### src/rtl/booth_pkg.sv
// Shared types and size helpers for the sequential Booth multiplier.
// Define BOOTH_RADIX4_EN to select radix-4 recoding; otherwise radix-2.
package booth_pkg;

  typedef enum logic [1:0] {
    StIdle = 2'd0,
    StRun  = 2'd1,
    StDone = 2'd2
  } state_e;

  typedef struct packed {
    logic neg;
    logic dbl;
    logic zero;
  } digit_sel_t;

  localparam digit_sel_t SelZero = 3'b001;
  localparam digit_sel_t SelAdd1 = 3'b000;
  localparam digit_sel_t SelSub1 = 3'b100;
  localparam digit_sel_t SelAdd2 = 3'b010;
  localparam digit_sel_t SelSub2 = 3'b110;

  // Width of the extended operands.
  function automatic int unsigned calc_xw(int unsigned width);
`ifdef BOOTH_RADIX4_EN
    return width + 2;
`else
    return width + 1;
`endif
  endfunction

  // Number of RUN iterations.
  function automatic int unsigned calc_iters(int unsigned width);
`ifdef BOOTH_RADIX4_EN
    return (width + 2) / 2;
`else
    return width + 1;
`endif
  endfunction

  function automatic int unsigned calc_shift();
`ifdef BOOTH_RADIX4_EN
    return 2;
`else
    return 1;
`endif
  endfunction

endpackage

### src/rtl/booth_recode.sv
// Booth digit recoder: maps a 3-bit multiplier window to {neg, dbl, zero} selects.
module booth_recode
  import booth_pkg::*;
(
  input  logic [2:0] window,
  output digit_sel_t sel
);

  // A radix-2 window {q0, q_m1} sign-extended to {q0, q0, q_m1} lands on the
  // 0/+1/-1 rows of this table, so one table serves both radices.
  always_comb begin
    sel = SelZero;
    unique case (window)
      3'b000:  sel = SelZero;
      3'b001:  sel = SelAdd1;
      3'b010:  sel = SelAdd1;
      3'b011:  sel = SelAdd2;
      3'b100:  sel = SelSub2;
      3'b101:  sel = SelSub1;
      3'b110:  sel = SelSub1;
      3'b111:  sel = SelZero;
    endcase
  end

endmodule

### src/rtl/booth_mul_seq.sv
// Sequential Booth multiplier with signed/unsigned mode and start/busy/done handshake.
// Build option: define BOOTH_RADIX4_EN for radix-4 recoding (WIDTH must then be even).
module booth_mul_seq
  import booth_pkg::*;
#(
  parameter int unsigned WIDTH = 6
) (
  input  logic                 clk,
  input  logic                 n_rst,
  input  logic                 start,
  input  logic                 tc,
  input  logic [WIDTH-1:0]     Q,
  input  logic [WIDTH-1:0]     M,
  output logic                 busy,
  output logic                 done,
  output logic [2*WIDTH-1:0]   product
);

  localparam int unsigned XW = calc_xw(WIDTH);
  localparam int unsigned N  = calc_iters(WIDTH);
  localparam int unsigned SH = calc_shift();
  localparam int unsigned CW = $clog2(N + 1);
  localparam int unsigned FW = 2 * XW + 2;
  localparam int unsigned PW = 2 * WIDTH;

  if (WIDTH < 2) begin : g_bad_width
    $error("booth_mul_seq: WIDTH must be at least 2");
  end
`ifdef BOOTH_RADIX4_EN
  if (WIDTH % 2 != 0) begin : g_odd_width
    $error("booth_mul_seq: radix-4 build requires an even WIDTH");
  end
`endif

  state_e state_q, state_d;

  logic [XW:0]    a_q;
  logic [XW-1:0]  qr_q;
  logic           qm1_q;
  logic [XW-1:0]  m_q;
  logic [CW-1:0]  cnt_q;
  logic [PW-1:0]  product_q;

  logic           load;
  logic [XW-1:0]  q_ext, m_ext;
  logic [2:0]     window;
  digit_sel_t     sel;
  logic [XW:0]    mult, sum;
  logic [FW-1:0]  full;
  logic signed [FW-1:0] shifted;

  // State register
  always_ff @(posedge clk or negedge n_rst) begin
    if (!n_rst) state_q <= StIdle;
    else        state_q <= state_d;
  end

  // Next state
  always_comb begin
    state_d = state_q;
    unique case (state_q)
      StIdle:  if (start) state_d = StRun;
      StRun:   if (cnt_q == '0) state_d = StDone;
      StDone:  state_d = start ? StRun : StIdle;
      default: state_d = StIdle;
    endcase
  end

  // Outputs
  always_comb begin
    busy = (state_q == StRun);
    done = (state_q == StDone);
  end

  assign load  = start && (state_q != StRun);
  assign q_ext = {{(XW - WIDTH){tc & Q[WIDTH-1]}}, Q};
  assign m_ext = {{(XW - WIDTH){tc & M[WIDTH-1]}}, M};

`ifdef BOOTH_RADIX4_EN
  assign window = {qr_q[1:0], qm1_q};
`else
  assign window = {qr_q[0], qr_q[0], qm1_q};
`endif

  booth_recode u_recode (
    .window (window),
    .sel    (sel)
  );

  always_comb begin
    mult = '0;
    if (!sel.zero) mult = sel.dbl ? {m_q, 1'b0} : {m_q[XW-1], m_q};
  end

  assign sum     = sel.neg ? (a_q - mult) : (a_q + mult);
  assign full    = {sum, qr_q, qm1_q};
  assign shifted = $signed(full) >>> SH;

  always_ff @(posedge clk or negedge n_rst) begin
    if (!n_rst) begin
      a_q       <= '0;
      qr_q      <= '0;
      qm1_q     <= 1'b0;
      m_q       <= '0;
      cnt_q     <= '0;
      product_q <= '0;
    end else if (load) begin
      a_q   <= '0;
      qr_q  <= q_ext;
      qm1_q <= 1'b0;
      m_q   <= m_ext;
      cnt_q <= CW'(N - 1);
    end else if (state_q == StRun) begin
      a_q   <= shifted[FW-1 -: XW+1];
      qr_q  <= shifted[XW:1];
      qm1_q <= shifted[0];
      cnt_q <= cnt_q - CW'(1);
      // Final iteration: capture the low half of the shifted {A, Qreg}.
      if (cnt_q == '0) product_q <= shifted[PW:1];
    end
  end

  assign product = product_q;

endmodule

### config.mk
export PLATFORM = sky130hd
export DESIGN_NAME = booth_mul_seq
export DESIGN_NICKNAME = d
export VERILOG_FILES = /design/src/rtl/booth_pkg.sv /design/src/rtl/booth_recode.sv /design/src/rtl/booth_mul_seq.sv
export SDC_FILE = /design/constraint.sdc
export NUM_CORES = 1
export LEC_CHECK = 0
export CORE_MARGIN = 1
export CORE_UTILIZATION = 50
export CTS_CLUSTER_SIZE = 8
export DETAILED_ROUTE_END_ITERATION = 12
export PLACE_DENSITY = 0.86
export SLEW_MARGIN = 30
export SYNTH_ARGS = -nofsm -noshare
export SYNTH_HDL_FRONTEND = slang
export SYNTH_SLANG_ARGS = --single-unit
### constraint.sdc
create_clock -name clk -period 3.55 [get_ports clk]
set_input_delay 0.355 -clock clk [delete_from_list [all_inputs] [get_ports clk]]
set_output_delay 0.355 -clock clk [all_outputs]
set_load 0.1 [all_outputs]
# After elaboration in Yosys (flattened, before gate mapping)
# Memory sizes are Yosys's and may differ from the RTL's.
# Cells that the tools add are included.
[op_classes] n_eq_ne=5 bitwise=3 n_mux=15 n_reduce_logical=6 add_sub_neg=3
[op_table] operator="8-bit two-way mux" count=4
[op_table] operator="7-bit two-way mux" count=3
[op_table] operator="8-bit adder" count=1
[op_table] operator="8-bit subtractor" count=1
[op_table] operator="3-bit two-way mux" count=2
[op_table] operator="2-bit case mux with 3 select lines" count=1
[op_table] operator="2-bit two-way mux" count=2
[op_table] operator="2-bit by 1-bit != test with 1-bit output (second input constant)" count=2
[op_table] operator="3-bit logical NOT" count=1
[op_table] operator="1-bit two-way mux" count=3
[op_table] operator="3-bit AND reduction" count=1
[op_table] operator="3-bit by 1-bit subtractor with 3-bit output (second input constant)" count=1
[op_table] operator="1-bit AND" count=2
[op_table] operator="2-bit by 1-bit == test with 1-bit output (second input constant)" count=1
[op_table] operator="2-bit == test (second input constant)" count=1
[op_table] operator="2-bit logical NOT" count=1
[op_table] operator="2-bit != test (second input constant)" count=1
[op_table] operator="2-bit AND reduction" count=1
[op_table] operator="2-bit nonzero test" count=1
[op_table] operator="1-bit logical AND" count=1
[op_table] operator="1-bit inverter" count=1
[word_totals] output_inout_bits=14 inputBits=16 elab_cells=40 reg_bits=40 n_memories=1 mem_bits_ro=24
[memory_table] memory="(name not given)" words=8 width=3 read_ports=1 rd_ports_with_merged_regs=0 wr=0 line="booth_recode.sv:13" rtl="unique case (window)"

# Logic depth before layout (Yosys ltp)
# An unclocked memory read counts as a cell.
[depth] word_depth=7 depth_mapped=16 mapped_depth_nobuf=16

# By module
# A second synthesis with hierarchy kept.
[unflattened] cells_unflattened=227 hier_area_um2=2185.8
[modules_own_cells] module="booth_mul_seq" area_each_um2=2148.3 n_inst=1 cells_per_inst=220
[modules_own_cells] module="booth_recode" area_each_um2=37.5 n_inst=1 cells_per_inst=7

# Worst setup path after synthesis
# OpenSTA, ideal clock, no wires.
[synth_path] path_kind="reg2reg" startpoint="register qr_q[0]" endpoint="register a_q[6]" setup_time_ns=0.069 arrival_time_ns=2.835 stages_incl_launch_ff=14 path_slack_ns=0.646 required_ns=3.481 cell_sequence="dfrtp_1 ha_1 inv_1 nand2_1 ha_1 nor2b_1 a31oi_1 ha_1 nor2b_1 o31a_1 o21ai_2 xnor2_1 or3_1 nand3_1"
[synth_via] elab_chain_len=7 elab_cells_between_ends=8
[synth_lines] element="start: declaration" line="booth_mul_seq.sv:38" rtl="logic [XW-1:0] qr_q;"
[synth_lines] element="start signal: assignment" line="booth_mul_seq.sv:109" rtl="qr_q <= q_ext;"
[synth_lines] element="start signal: assignment" line="booth_mul_seq.sv:115" rtl="qr_q <= shifted[XW:1];"
[synth_lines] element="memory 8 x 3 bit (*)"
[synth_lines] element="7-bit two-way mux" line="booth_mul_seq.sv:92" rtl="if (!sel.zero) mult = sel.dbl ? {m_q, 1'b0} : {m_q[XW-1], m_q};"
[synth_lines] element="8-bit two-way mux" line="booth_mul_seq.sv:92"
[synth_lines] element="8-bit adder / 8-bit subtractor (equally long branches)" line="booth_mul_seq.sv:95" rtl="assign sum = sel.neg ? (a_q - mult) : (a_q + mult);"
[synth_lines] element="8-bit two-way mux (*)" line="booth_mul_seq.sv:95"
[synth_lines] element="8-bit two-way mux (*)" line="booth_mul_seq.sv:113" rtl="end else if (state_q == StRun) begin"
[synth_lines] element="8-bit two-way mux (*)" line="booth_mul_seq.sv:107" rtl="end else if (load) begin"
[synth_lines] element="end signal: assignment" line="booth_mul_seq.sv:114" rtl="a_q <= shifted[FW-1 -: XW+1];"
[synth_lines] element="end: declaration" line="booth_mul_seq.sv:37" rtl="logic [XW:0] a_q;"
# Mark *: on every way between the ends. The rest lies on a longest branch, timed or not. The select of a mux whose other input is x is not followed.
# A chain may end at the register's enable or synchronous reset.

# Final worst setup path
# Ends and elaborated chain as after synthesis.

==> impl_metrics.ini <==
[synthesis]
yosys_register_bits = 39
synth_cell_types = 38
yosys_warnings = 0
syn_nets = 232
synth_area_per_cell_um2 = 9.95
synth_area_um2 = 2030
yosysSeqAreaShare = 0.481
synthCells = 204

[clock_tree]
cts-buffers-inserted = 5
cts.clk_slew.worst_paths_ns = 0.08
cts_tree = done
hold_buffers = 0
cts_sinks = 39
post_cts_buffers = 0
cts_root_buf = clkbuf_8
htreeDepth = 2
cts_buffer_depth = 2
clkLatencyLatePin_ns = 0.30
cts_resized = 0

[placement]
hpwlAfterDp_um = 2720
io_buffers = 29
pre_cts_ws_ns = 0.443
placed_cells = 274
gp_congestion = 0.802

[flow_run]
cap_violations = 0

[drt]
drtIter0Drc = 86
post-route-drc-count = 0
wl_um = 3970
wl_per_cell_um = 14.0
viasPerCell = 5.57
first_pass_iters = 4
num_vias = 1575
postRouteAntennaNets = 0

[cells_and_area]
diodes = 0
drive_above_1_share = 0.0894
layout_common_cells = dfrtp_1, nand2_1, clkdlybuf4s50_1
fin_util = 0.665
instances_no_fill = 283
layout_commonest_cell = dfrtp_1
synthToLayoutAreaGrowth_pct = 23.4
nets = 262

[sta]
report.final.slew_viol_count = 0
rsz0062_at_grt = no
setup_violations = 0
relSlewSlack = 0.350
max_freq_mhz = 319
hold_ws_ns = -0.0143
timing.final.ws_setup_ns = 0.418
period_share = 0.882
clock_skew_ns = 0.00602
worst_pin_slew_ns = 0.972
tns_ns = 0
hold_violations = 16
period_needed_ns = 3.13

[floorplan]
die_w_um = 65.7
core_um2 = 3770
io_pins = 30
floorplan.die_area_um2 = 4320
fp-row-count = 22
die_h_um = 65.7
start_util = 0.538

[worst_setup_path]
endpoint_kind = flip-flop
critPathKind = flip-flop to flip-flop
crit_buf_inv = 1
cpPeakStageDelay_ns = 0.40
crit_arrival_ns = 3.37
critical_path_required_ns = 3.79
crit_fanout = 8
crit_chain = ha_1 > inv_1 > nand2_1 > ha_1 > nor3b_1 > o21ai_0 > a21oi_1 > a21oi_1 > ha_1 > nor2_1 > o21ai_0 > o21ai_2 > xnor2_1 > or3_1 > nand3_1
crit_path_start_kind = flip-flop
crit_path_frequent_cell = ha_1
slowest_stage = dfrtp_1
cpLargestDelayFamily = adder cells

[global_route]
first_global_vias = 1362
grt_usage = 0.206
grt_max_degree = 40
overflow = 0
grt_antenna_before_repair = 0
grt_first_pass_wirelength_um = 6530

[min_path]
hold_class = input port to async pin

[run_status]
status = finished, violations left
violations = negative hold slack
==> flip-flops by register name, indices dropped and copies added (netlist names) <==
register,flops
product,12
cnt_q,3
m_q,7
state_q,2
qm1_q,1
qr_q,7
a_q,7
==> synthesized netlist by cell type, drive strengths merged <==
cell | instances | share of area
o21a | 1 | 0.0037
buf | 2 | 0.0043
or3 | 1 | 0.0031
nand2b | 2 | 0.0062
xor2 | 3 | 0.013
ha | 11 | 0.068
nor3b | 1 | 0.0037
nor2b | 3 | 0.0092
xnor2 | 5 | 0.022
nand2 | 29 | 0.054
o31ai | 2 | 0.0074
o22ai | 1 | 0.0031
nor2 | 9 | 0.017
clkbuf | 5 | 0.0092
o31a | 1 | 0.0043
a211o | 1 | 0.0043
nor3 | 2 | 0.0074
and3 | 1 | 0.0031
inv | 14 | 0.026
o32a | 1 | 0.0049
o21bai | 1 | 0.0037
nand3 | 6 | 0.015
a21oi | 10 | 0.026
dfrtp | 39 | 0.48
mux2i | 6 | 0.030
a31oi | 3 | 0.0092
a211oi | 1 | 0.0037
o21ai | 27 | 0.068
a21o | 1 | 0.0037
fa | 1 | 0.0099
mux2 | 14 | 0.078
==> cell type report <==
class,instances,area [um2]
Clock inverter,2,60.1
Fill cell,295,1260
Inverter,14,52.6
Sequential cell,39,976
Tap cell,48,60.1
Timing Repair Buffer,30,310
Multi-Input combinational cell,144,975
Clock buffer,6,72.6
==> metrics by stage <==
stage,cell area [um2],hold slack (ns)
after floorplan,2030,0.0594
after global placement,2350,0.466
after detailed placement,2350,0.475
after CTS,2480,0.185
after global routing,2510,0.0119
final,2510,-0.0143
==> cell families after synthesis <==
family | after synthesis | share of synthesized area
multiplexers | 20 | 0.107
flip-flops | 39 | 0.481
buffers and inverters | 21 | 0.0394
AND/OR/NAND/NOR | 54 | 0.118
AO/OA/AOI/OAI | 50 | 0.143
adder cells (fa/ha/maj) | 12 | 0.0776
XOR/XNOR | 8 | 0.0345
==> worst reg2reg max path: cells and delay by family, from the launching register on <==
kind            cells  cell delay [ns]
compound gates      5             0.64
simple gates        5             0.81
xor+xnor            1             0.13
flops               1             0.40
fa+ha+maj           3             0.93
buf+inv             1             0.15
==> layer usage <==
metal,up-vias,part of all wire,track usage
met5,-,0,0
met4,0,0.013,0.0870
met3,5,0.040,0.0486
met2,46,0.47,0.307
met1,759,0.47,0.284
li1,765,-,-
==> final timing paths <==
path                                             start                      to  slack [ns]  depth (start not counted)
worst max-delay path               qr_q[0]$_DFFE_PN0P_      a_q[6]$_DFFE_PN0P_        0.42                         15
worst min-delay path                             n_rst      a_q[4]$_DFFE_PN0P_       -0.01                          1
worst max register to register     qr_q[0]$_DFFE_PN0P_      a_q[6]$_DFFE_PN0P_        0.42                         15
worst min register to register  product[8]$_DFFE_PN0P_  product[8]$_DFFE_PN0P_        0.48                          2
max in group asynchronous                        n_rst       qm1_q$_DFFE_PN0P_        3.12                          2
min in group clk                product[8]$_DFFE_PN0P_  product[8]$_DFFE_PN0P_        0.48                          2
Power is not shown: default switching activity piles up to over one toggle a cycle in this logic, so the estimate is an artifact.
==> patch, RTL diff (same settings) <==
Change the parameter `WIDTH` from 6 to 12.
--- a/src/rtl/booth_mul_seq.sv
+++ b/src/rtl/booth_mul_seq.sv
@@ -4,5 +4,5 @@
   import booth_pkg::*;
 #(
-  parameter int unsigned WIDTH = 6
+  parameter int unsigned WIDTH = 12
 ) (
   input  logic                 clk,
Ports: changed (resized M, Q and product); port bits go from 30 to 54. No check against the original RTL was run, so the function may have changed too.
==> patch against the unedited design <==
  * Cell area increased by 90%
  * Core utilization decreased by 0.97 points
  * Synthesized area increased by 85%
  * Highest routed layer unchanged
  * Die area increased by 82%
  * Clock skew increased by 2.7 ps
  * Synthesized cell count increased by 100%
  * Global-route usage increased by 2.5 points
  * Routed wire length increased by 110%
  * Sequential cell count increased by 31
  * Setup slack got worse by 310 ps
  * Non-clock buffer count increased by 38
  * Critical endpoint is now a_q[12]
  * Critical path depth decreased by 1
Power is left out: the tool's default activity adds up to more than one toggle a clock period on the data nets, which glitch-free logic cannot reach.
==> patch: results (changes against the unedited design) <==
status:
  status: "finished clean"
detailed_routing:
  first_iter_violations: 180  # +110%
  met1Wirelength_mm: 3.80  # +100%
  wl_met3_um: 379  # +140%
  wl_met2_mm: 3.96  # +110%
  vias_per_cell: 5.54  # -0.50%
clock_tree:
  htreeDepth: 3  # +1
  cts_made_buffers: 9  # +4
  clk_latency_ps: 350  # +50 ps
yosys:
  synthTopCellsByArea: "dfrtp_1 47%, nand2_1 8.0%, o21ai_0 5.7%, ha_1 5.3%, mux2_2 4.2%"
  synth_cell_types: 43  # +13%
  seq_area_frac_synth: 0.467  # -0.0139
  synth_top_cells_by_count: "80 x nand2_1, 70 x dfrtp_1, 43 x o21ai_0, 21 x a21oi_1, 20 x nor2_1"
  synth_cells: 407  # +100%
global_routing:
  grt_pass1_vias: 2987  # +120%
  grt_pass1_wl_mm: 13.8  # +110%
place:
  port_buffers: 53  # +83%
  dp_hpwl_mm: 5.79  # +110%
  dp_cells: 549  # +100%
final_layout:
  n_fill_cell: 574  # +95%
  nets: 512  # +95%
  final_cells: 571  # +100%
  drive_gt1_frac: 0.142  # +0.0526
  largest_reg_flops: 24  # +12
timing:
  fin_skew_ps: 8.75  # +2.73 ps
  slew_headroom: 0.339  # -0.0109
setup_path:
  critical_path_peak_fanout: 5  # -3
[patch: layout make-up]
cell class | instances | share of cell area
multi-input cells | 304 | 0.412
clock inverters | 6 | 0.0195
repair buffers | 68 | 0.134
inverters | 14 | 0.0111
clock buffers | 10 | 0.0290
flip-flops and latches | 70 | 0.369
well taps | 99 | 0.0261
[patch: cell families after synthesis]
family | Yosys count | share of synthesized area
and+or+nand+nor | 157 | 0.193
AOI/OAI and AO/OA | 87 | 0.134
DFF | 70 | 0.467
buffers and inverters | 33 | 0.0333
muxes | 27 | 0.0767
adders and majority gates | 17 | 0.0587
xor gates and xnor gates | 16 | 0.0373
[patch: timing repair]
item                       in CTS  in global routing
pin swaps                       2                  9
setup buffers                   3                  3
setup endpoints to repair       5                  7
cloned                          0                  0
gates resized for setup         4                 11
hold buffers                    0                  0
[patch: per-layer routing]
metal,track usage,up-vias
met5,0,-
met4,0.0938,0
met3,0.0401,16
met2,0.359,91
met1,0.320,1528
li1,-,1527
[patch: stage by stage]
stage | hold slack (ps) | setup TNS [ps] | area, µm² | setup WS (ps) | utilization
after floorplan | 59.4 | 0 | 3780 | 16.6 | -
after global placement | 459 | 0 | 4420 | 65.4 | 0.609
after detailed placement | 462 | -182 | 4420 | -69.3 | 0.609
after CTS | 91.2 | 0 | 4680 | 17.3 | 0.646
after global routing | 129 | -77.0 | 4750 | -77.0 | 0.655
final | 68.1 | 0 | 4750 | 107 | 0.655
[patch: worst paths after layout]
| kind | from | depth (start not counted) | end |
|---|---|---|---|
| setup / recovery | qr_q[0] | 14 | a_q[12] |
| hold / removal | n_rst | 1 | product[10] |
| setup reg to reg | qr_q[0] | 14 | a_q[12] |
| hold reg to reg | product[13] | 2 | product[13] |
| max in group asynchronous | n_rst | 2 | m_q[7] |
| min in group clk | product[13] | 2 | product[13] |
[patch: worst max-delay path, stage by stage (launching register included)]
cell and delay, ps:
dfrtp_1 410, ha_4 260, nand2b_4 150, ha_2 210, o21ai_4 80, nor2_1 60
or4b_2 630, o311ai_2 120, ha_1 310, a21oi_1 210, nor3b_2 230, a32oi_1 150
xor2_1 180, or3_1 310, nand3_1 80
